## src/rtl/spike_frame_parser.sv

```systemverilog
// Spike frame parser: reads words from a sync FIFO, strips the FAF1/length/F1FA framing
// and streams the payload words as events through a 2-entry output buffer.
module spike_frame_parser #(
    parameter int unsigned WIDTH = 16,
    parameter int unsigned LEN_W = 10
) (
    input  logic             clk,
    input  logic             rstn,
    input  logic             fifo_empty,
    output logic             fifo_rd_en,
    input  logic [WIDTH-1:0] fifo_rd_data,
    output logic             ev_valid,
    input  logic             ev_ready,
    output logic [WIDTH-1:0] ev_data,
    output logic             ev_first,
    output logic             frame_done,
    output logic [LEN_W-1:0] frame_len,
    output logic             frame_err,
    output logic [7:0]       err_cnt,
    output logic             busy
);

    localparam logic [WIDTH-1:0] HDR = WIDTH'(16'hFAF1);
    localparam logic [WIDTH-1:0] TRL = WIDTH'(16'hF1FA);

    localparam logic [1:0] S_IDLE    = 2'd0;
    localparam logic [1:0] S_LEN     = 2'd1;
    localparam logic [1:0] S_PAYLOAD = 2'd2;
    localparam logic [1:0] S_TRAIL   = 2'd3;

    logic [1:0]       r_state;
    logic [1:0]       w_state_nxt;
    logic             r_pending;
    logic [1:0]       r_buf_cnt;
    logic [WIDTH-1:0] r_buf_data0;
    logic [WIDTH-1:0] r_buf_data1;
    logic             r_buf_first0;
    logic             r_buf_first1;
    logic [LEN_W-1:0] r_len;
    logic [LEN_W-1:0] r_cnt;
    logic [LEN_W-1:0] r_frame_len;
    logic             r_frame_done;
    logic             r_frame_err;
    logic [7:0]       r_err_cnt;

    logic             w_is_hdr;
    logic             w_is_trl;
    logic             w_len_bad;
    logic [LEN_W-1:0] w_len_word;
    logic             w_last;
    logic             w_ev_first;
    logic             w_push;
    logic             w_pop;
    logic             w_done;
    logic             w_err;
    logic             w_len_ld;
    logic             w_cnt_inc;

    assign w_is_hdr   = (fifo_rd_data == HDR);
    assign w_is_trl   = (fifo_rd_data == TRL);
    assign w_len_bad  = ((fifo_rd_data >> LEN_W) != '0);
    assign w_len_word = fifo_rd_data[LEN_W-1:0];
    assign w_last     = ((r_cnt + LEN_W'(1)) == r_len);
    assign w_ev_first = (r_cnt == '0);
    assign w_pop      = ev_valid && ev_ready;

    // Read only while the buffer plus the in-flight word still fit in two entries
    assign fifo_rd_en = rstn && !fifo_empty && ((3'(r_buf_cnt) + 3'(r_pending)) < 3'd2);

    assign ev_valid   = (r_buf_cnt != 2'd0);
    assign ev_data    = r_buf_data0;
    assign ev_first   = r_buf_first0;
    assign frame_done = r_frame_done;
    assign frame_err  = r_frame_err;
    assign frame_len  = r_frame_len;
    assign err_cnt    = r_err_cnt;
    assign busy       = (r_state != S_IDLE) || (r_buf_cnt != 2'd0);

    always_ff @(posedge clk or negedge rstn) begin
        if (!rstn) begin
            r_state <= S_IDLE;
        end else begin
            r_state <= w_state_nxt;
        end
    end

    // Framing decisions are made only on cycles carrying a freshly read word
    always_comb begin
        w_state_nxt = r_state;
        w_push      = 1'b0;
        w_done      = 1'b0;
        w_err       = 1'b0;
        w_len_ld    = 1'b0;
        w_cnt_inc   = 1'b0;
        if (r_pending) begin
            case (r_state)
                S_IDLE: begin
                    if (w_is_hdr) begin
                        w_state_nxt = S_LEN;
                    end
                end
                S_LEN: begin
                    if (w_is_hdr) begin
                        w_err = 1'b1;
                    end else if (w_is_trl || w_len_bad) begin
                        w_err       = 1'b1;
                        w_state_nxt = S_IDLE;
                    end else begin
                        w_len_ld    = 1'b1;
                        w_state_nxt = (w_len_word == '0) ? S_TRAIL : S_PAYLOAD;
                    end
                end
                S_PAYLOAD: begin
                    if (w_is_hdr) begin
                        w_err       = 1'b1;
                        w_state_nxt = S_LEN;
                    end else if (w_is_trl) begin
                        w_err       = 1'b1;
                        w_state_nxt = S_IDLE;
                    end else begin
                        w_push    = 1'b1;
                        w_cnt_inc = 1'b1;
                        if (w_last) begin
                            w_state_nxt = S_TRAIL;
                        end
                    end
                end
                S_TRAIL: begin
                    if (w_is_trl) begin
                        w_done      = 1'b1;
                        w_state_nxt = S_IDLE;
                    end else if (w_is_hdr) begin
                        w_err       = 1'b1;
                        w_state_nxt = S_LEN;
                    end else begin
                        w_err       = 1'b1;
                        w_state_nxt = S_IDLE;
                    end
                end
                default: w_state_nxt = S_IDLE;
            endcase
        end
    end

    always_ff @(posedge clk or negedge rstn) begin
        if (!rstn) begin
            r_pending    <= 1'b0;
            r_len        <= '0;
            r_cnt        <= '0;
            r_frame_len  <= '0;
            r_frame_done <= 1'b0;
            r_frame_err  <= 1'b0;
            r_err_cnt    <= 8'd0;
        end else begin
            r_pending    <= fifo_rd_en;
            r_frame_done <= w_done;
            r_frame_err  <= w_err;
            if (w_len_ld) begin
                r_len <= w_len_word;
                r_cnt <= '0;
            end else if (w_cnt_inc) begin
                r_cnt <= r_cnt + LEN_W'(1);
            end
            if (w_done) begin
                r_frame_len <= r_len;
            end
            if (w_err && (r_err_cnt != 8'hFF)) begin
                r_err_cnt <= r_err_cnt + 8'd1;
            end
        end
    end

    // Two-entry event buffer; entry 0 is always the head
    always_ff @(posedge clk or negedge rstn) begin
        if (!rstn) begin
            r_buf_cnt    <= 2'd0;
            r_buf_data0  <= '0;
            r_buf_data1  <= '0;
            r_buf_first0 <= 1'b0;
            r_buf_first1 <= 1'b0;
        end else begin
            case ({w_push, w_pop})
                2'b10: begin
                    if (r_buf_cnt == 2'd0) begin
                        r_buf_data0  <= fifo_rd_data;
                        r_buf_first0 <= w_ev_first;
                    end else begin
                        r_buf_data1  <= fifo_rd_data;
                        r_buf_first1 <= w_ev_first;
                    end
                    r_buf_cnt <= r_buf_cnt + 2'd1;
                end
                2'b01: begin
                    r_buf_data0  <= r_buf_data1;
                    r_buf_first0 <= r_buf_first1;
                    r_buf_cnt    <= r_buf_cnt - 2'd1;
                end
                2'b11: begin
                    if (r_buf_cnt == 2'd1) begin
                        r_buf_data0  <= fifo_rd_data;
                        r_buf_first0 <= w_ev_first;
                    end else begin
                        r_buf_data0  <= r_buf_data1;
                        r_buf_first0 <= r_buf_first1;
                        r_buf_data1  <= fifo_rd_data;
                        r_buf_first1 <= w_ev_first;
                    end
                end
                default: ;
            endcase
        end
    end

endmodule

```

## config.mk

```make
export PLATFORM = sky130hd
export DESIGN_NAME = spike_frame_parser
export DESIGN_NICKNAME = d
export VERILOG_FILES = /design/src/rtl/spike_frame_parser.sv
export SDC_FILE = /design/constraint.sdc
export NUM_CORES = 1
export LEC_CHECK = 0
export ABC_AREA = 0
export CAP_MARGIN = 15
export CORE_ASPECT_RATIO = 0.8
export CORE_MARGIN = 10
export CORE_UTILIZATION = 25
export CTS_CLUSTER_SIZE = 14
export DETAILED_ROUTE_END_ITERATION = 6
export SYNTH_ARGS = -nofsm -noshare
export SYNTH_HDL_FRONTEND = slang
export SYNTH_SLANG_ARGS = --single-unit
```

## constraint.sdc

```tcl
create_clock -name clk -period 3.27 [get_ports clk]
set_clock_uncertainty 0.2 [all_clocks]
set_input_delay 0.8175 -clock clk [delete_from_list [all_inputs] [get_ports clk]]
set_output_delay 0.8175 -clock clk [all_outputs]
set_load 0.03 [all_outputs]
```

; ---- Word-level counts from Yosys, hierarchy flattened
; Index checks and enable logic that the tools add are counted.
[op_classes]
addsub = 5
n_lt_le_gt_ge = 1
n_eq_ne = 17
muxes = 41
n_reduce_logical = 21
[op_table]
columns = cell, count
row1 = two-way mux 16 bit, 4
row2 = case mux 16 bit (3 select lines), 1
row3 = equality test 16 bit (second input constant), 2
row4 = case mux 16 bit (2 select lines), 1
row5 = two-way mux 1 bit, 22
row6 = logical NOT 10 bit, 2
row7 = two-way mux 10 bit, 2
row8 = nonzero test 16 bit, 1
row9 = two-way mux 2 bit, 6
row10 = adder 10 x 1 -> 10 bit (second input constant), 1
row11 = equality test 10 bit, 1
row12 = != test 2 bit (second input constant), 5
row13 = nonzero test 2 bit, 5
row14 = adder 8 x 1 -> 8 bit (second input constant), 1
row15 = equality test 2 bit (second input constant), 4
row16 = != test 8 bit (second input constant), 1
row17 = case mux 2 bit (4 select lines), 1
row18 = equality test 2 x 1 -> 1 bit (second input constant), 3
row19 = case mux 1 bit (3 select lines), 2
row20 = logical AND 1 bit, 4
row21 = logical NOT 2 bit, 2
row22 = != test 4 bit (second input constant), 1
row23 = case mux 2 bit (2 select lines), 1
row24 = AND reduction 4 bit, 1
row25 = 10 further kinds, 11
[word_totals]
reg_bits = 79
input_bits = 20
out_inout_bits = 40
word_cells = 98

; ---- Depth between registers and ports, before layout
[depth]
word_depth = 8
depth_mapped = 11
depth_no_buf = 10

; ---- Worst setup path before layout
; No wires, ideal clock.
[synth_timing]
path_type = input port to flip-flop
startpoint = input fifo_rd_data[2]
endpoint = register r_buf_data1[10]
setup_time_ns = 0.125
t_arrival_ns = 3.271
required_ns = 2.945
setup_slack_ns = -0.326
cell_stages = 9
path_buffers = 1
path_cell_list = nor4_2 -> nand4_1 -> a21oi_1 -> nand3b_4 -> inv_1 -> ha_1 -> o211ai_1 -> clkbuf_1 -> mux2_2
[synth_via]
elab_chain_cells = 8
elab_cells_between_ends = 13
cone_classes = eq/ne: 6 / mux: 5 / reduce/logical: 2
[synth_rtl]
columns = item, line_no
row1 = start: declaration, 11  ; input logic [WIDTH-1:0] fifo_rd_data,
row2 = equality test 16 bit, 60  ; assign w_is_trl = (fifo_rd_data == TRL);
row3 = two-way mux 1 bit, 117  ; end else if (w_is_trl) begin
row4 = two-way mux 1 bit (*), 114  ; if (w_is_hdr) begin
row5 = two-way mux 1 bit (*), 96  ; case (r_state)
row6 = two-way mux 1 bit (*), 95  ; if (r_pending) begin
row7 = equality test 2 bit, 182  ; case ({w_push, w_pop})
row8 = != test 2 bit (no line) or nonzero test 2 bit (tied branches), -
row9 = AND reduction 3 bit (no line), -
row10 = end signal: assignment, 188  ; r_buf_data1 <= fifo_rd_data;
row11 = end signal: assignment, 205  ; r_buf_data1 <= fifo_rd_data;
row12 = end: declaration, 36  ; logic [WIDTH-1:0] r_buf_data1;
; Mark *: on every way between the ends. The rest lies on a longest branch, timed or not.
; A chain may end at the register's enable or synchronous reset.

; ---- Worst setup path after layout
[layout_timing]
startpoint = input fifo_rd_data[6]
endpoint = register r_buf_data1[4]
; Same word-level chain as after synthesis.

==> flow_summary.rst <==
.. list-table::
   :header-rows: 1

   * - Metric
     - Value
   * - Power, Total
     - about 3.5 mW
   * - Class of the most critical setup path
     - in2reg
   * - Dpl cell area
     - between 0.005 and 0.006 mm²
   * - Total via count after detailed routing
     - approximately 3200
   * - Final setup violation count
     - 0
   * - Number of enable-type register cells in the synthesized netlist
     - 0
   * - Area growth, synth to finish
     - 38.6%
   * - Nature of the critical path endpoint
     - flop
   * - Async SR Flop Fraction
     - 100%
   * - Depth of the most critical reg-to-reg path
     - 7
   * - Post-Synthesis Net Count
     - 419
   * - Via count of the first global-routing pass
     - 3253
   * - Number of distinct library cells after synthesis
     - 48
   * - Normalized max-slew margin
     - about 33%
   * - Hold Slack
     - 55.2 ps
   * - Number of antenna violations at the first check in global routing
     - 1
   * - Final count of pins violating max slew
     - 0
   * - Largest delay contributor family on the critical path
     - buffers and inverters
   * - Max cap viols
     - 0
   * - Setup crit start kind
     - input port
   * - H-tree level count
     - 3
   * - Max incr delay on CP
     - roughly 570 ps
   * - Most common flop cell mapped by yosys
     - dfrtp_1
   * - RSZ-0062 raised after global routing
     - no
   * - Clock tree from TritonCTS
     - built
   * - Synth warnings
     - 0
   * - Hold violation count in the final report
     - 0
   * - Number of buffers added by the clock tree synthesis step
     - 9
   * - Source of the critical timing path
     - fifo_rd_data[6]
   * - Static leakage
     - 2.55 nW
   * - Global-route wire length before repair
     - 17.7 mm
   * - Height of the chip
     - ~130 µm
   * - CTS root buffer
     - clkbuf_16
   * - Pwr Density
     - between 600 and 700 mW/mm²
   * - Source-to-sink clock delay at the later pin of the worst-skew pair
     - around 350 ps
   * - Termination of the worst setup path
     - r_buf_data1[4]
   * - Slowest CP cell
     - clkdlybuf4s50_1
   * - Num rows
     - slightly above 40
   * - Share of cells above drive strength 1
     - approximately 22%
   * - Nets
     - about 520
   * - DRC violations left
     - 0
   * - Data arrival time of the critical path
     - roughly 3200 ps
   * - Routed Antenna Nets
     - 0
   * - Post-synth design cell area
     - between 0.003 and 0.004 mm²
   * - Worst-path fanout max
     - 18
   * - Post-Synthesis Cells
     - just under 400
   * - Register bit count reported by yosys
     - 79
   * - Worst flop-to-flop path endpoint
     - r_state[0]
   * - Buffers plus inverters on the worst setup path
     - 3
   * - Maximum vdd ir drop
     - roughly 250 µV
   * - Cell count along the critical path
     - 10
   * - Flop-to-flop setup slack
     - between 300 and 400 ps
   * - Global route total overflow
     - 0
   * - Total of fill cells in the finished design
     - between 1500 and 2000
   * - # clock sinks
     - 79
   * - Startpoint of the worst-slack reg-to-reg timing path
     - r_cnt[0]
   * - Top achievable clock speed
     - 0.319 GHz
   * - Period utilisation layout
     - 95.9%
   * - Pin count of the biggest net entering global routing
     - between 70 and 80
   * - Placement Setup Slack
     - -295 ps
   * - Weighted congestion reported at the end of routability-driven placement
     - about 0.82
   * - Clock-pin slew on the worst setup and hold paths
     - roughly 60 ps
   * - Register area share after synthesis
     - approximately half
   * - Width of the die
     - 161 µm
   * - Post-Layout Inst Area
     - 0.00551 mm²
   * - Worst slew pin tran
     - approximately 1000 ps
   * - Critical path required time
     - between 3000 and 4000 ps
   * - DR vias/cell
     - approximately 4.6
   * - Synthesized area divided by synthesized cell count
     - about 10 µm²
   * - Class of the worst hold path
     - in2async
   * - Total routing usage reported by global routing
     - between 10 and 15%
   * - Worst Slack Setup Final
     - around 130 ps
   * - Ordered list of cells on the worst path
     - clkdlybuf4s50_1 > nand4_1 > or2_2 > a21oi_2 > nand3b_4 > inv_6 > ha_4 > o211ai_1 > buf_12 > mux2_2
   * - Total routed wirelength
     - 11.0 mm
   * - Total Die Area
     - ~0.021 mm²
   * - Hpwl dp
     - between 8 and 9 mm
   * - Post-DR wirelength/cell
     - between 15 and 20 µm
   * - Area of the multi-input gates
     - a little under 0.002 mm²
   * - Largest buffer count on any clock path
     - 2
   * - Initial core utilization
     - about a quarter
   * - Number of detailed-routing iterations run before antenna repair
     - 4
   * - I/O Buffers
     - 59
   * - Drt first-iter violations
     - 256
   * - Total I/O pin count
     - 60
   * - Register area
     - between 0.0015 and 0.002 mm²
   * - Core Region
     - between 0.015 and 0.02 mm²
   * - Outcome
     - completed
   * - Final worst path period need
     - around 3100 ps
[cells by family after synthesis]
family | Yosys count | share of synthesized area (%)
AND/OR/NAND/NOR | 143 | 17.2
flip-flops | 79 | 49.7
AO/OA/AOI/OAI | 64 | 10.9
multiplexers | 31 | 8.77
buffers and inverters | 30 | 3.46
XOR/XNOR | 26 | 5.91
adder cells (fa/ha/maj) | 13 | 4.09
[cells in the final DEF, fill, tap and decap left out, drive strengths merged, types with 2 or more instances in the layout]
| master | synthesis | layout |
|---|---|---|
| dfrtp | 79 | 79 |
| nand2 | 64 | 64 |
| clkdlybuf4s50 | 0 | 54 |
| buf | 8 | 44 |
| mux2 | 31 | 31 |
| o21ai | 26 | 26 |
| nor2 | 25 | 25 |
| xnor2 | 21 | 21 |
| a22oi | 16 | 16 |
| inv | 14 | 14 |
| ha | 13 | 13 |
| nand3 | 12 | 12 |
| nand4 | 11 | 11 |
| a21oi | 10 | 10 |
| clkbuf | 8 | 9 |
| nor3 | 6 | 6 |
| and3 | 6 | 6 |
| xor2 | 5 | 5 |
| nor4 | 4 | 4 |
| nand2b | 3 | 3 |
| dlymetal6s2s | 0 | 3 |
| a211oi | 3 | 3 |
| clkinv | 0 | 3 |
| or2 | 2 | 2 |
| o221ai | 2 | 2 |
| bufinv | 0 | 2 |
| clkinvlp | 0 | 2 |
| o311ai | 2 | 2 |
[worst min path at each step]
stage                       startpoint      endpoint  slack (ps)  cells past startpoint
after floorplan           r_buf_first1  r_buf_first1         250                      2
after global placement      ev_data[6]    ev_data[6]         260                      2
after detailed placement    ev_data[2]    ev_data[2]         270                      2
after CTS                         rstn    frame_done          50                      1
after global routing              rstn    frame_done          50                      1
final                             rstn    frame_done          60                      1
[per-stage QoR]
step | setup TNS, ps | cells | util (%)
global placement | -5650 | 685 | 32.9
finish | 0 | 703 | 35.1
floorplan | -377 | 386 | -
global route | 0 | 702 | 35.1
detailed placement | -8320 | 685 | 32.9
CTS | 0 | 701 | 35.0
[Yosys cell counts (4+ instances only)]
| cell type | count | area [µm²] |
|---|---|---|
| nor3_1 | 6 | 30.0 |
| a21oi_1 | 8 | 40.0 |
| nand2_1 | 64 | 240 |
| buf_4 | 5 | 37.5 |
| nand3_1 | 12 | 60.1 |
| ha_1 | 13 | 163 |
| inv_1 | 14 | 52.6 |
| nor2_1 | 25 | 93.8 |
| xnor2_1 | 21 | 184 |
| and3_1 | 6 | 37.5 |
| dfrtp_1 | 79 | 1980 |
| nand4_1 | 11 | 68.8 |
| a22oi_1 | 16 | 120 |
| mux2_2 | 30 | 338 |
| clkbuf_1 | 6 | 22.5 |
| o21ai_0 | 25 | 125 |
| xor2_1 | 4 | 35.0 |
[what timing repair did]
item | in CTS | in global routing
endpoints found under the hold margin | 0 | 0
hold buffers | 0 | 0
resized for setup | 0 | 5
endpoints found under the setup margin | 0 | 32
buffers inserted | 0 | 1
[cell type report]
class	instances	area share, %
clock buffers	9	4.09
inverters	14	1.04
clock inverters	7	1.77
multi-input cells	277	35.1
diodes	1	0.0454
repair buffers	101	17.2
flip-flops and latches	79	35.9
well taps	215	4.88
[sequential cells by signal (all words and copies together), names as in the netlist, 2 cells and up]
signal       flops
err_cnt          8
ev_data         16
frame_len       10
r_buf_cnt        2
r_buf_data1     16
r_cnt           10
r_len           10
r_state          2
[routing by layer]
metal	part of all wire, %	global-route usage, %
met5	0	0
met4	1.8	3.78
met3	7.3	4.09
met2	44	15.1
met1	47	13.5
[where the power goes]
group          internal (mW)  switching, mW  total, mW
combinational          0.480          0.659       1.14
clock                  0.669          0.424       1.09
sequential              1.13          0.121       1.26
total                   2.28           1.20       3.49
No activity file was read; power rests on OpenSTA's default activity.
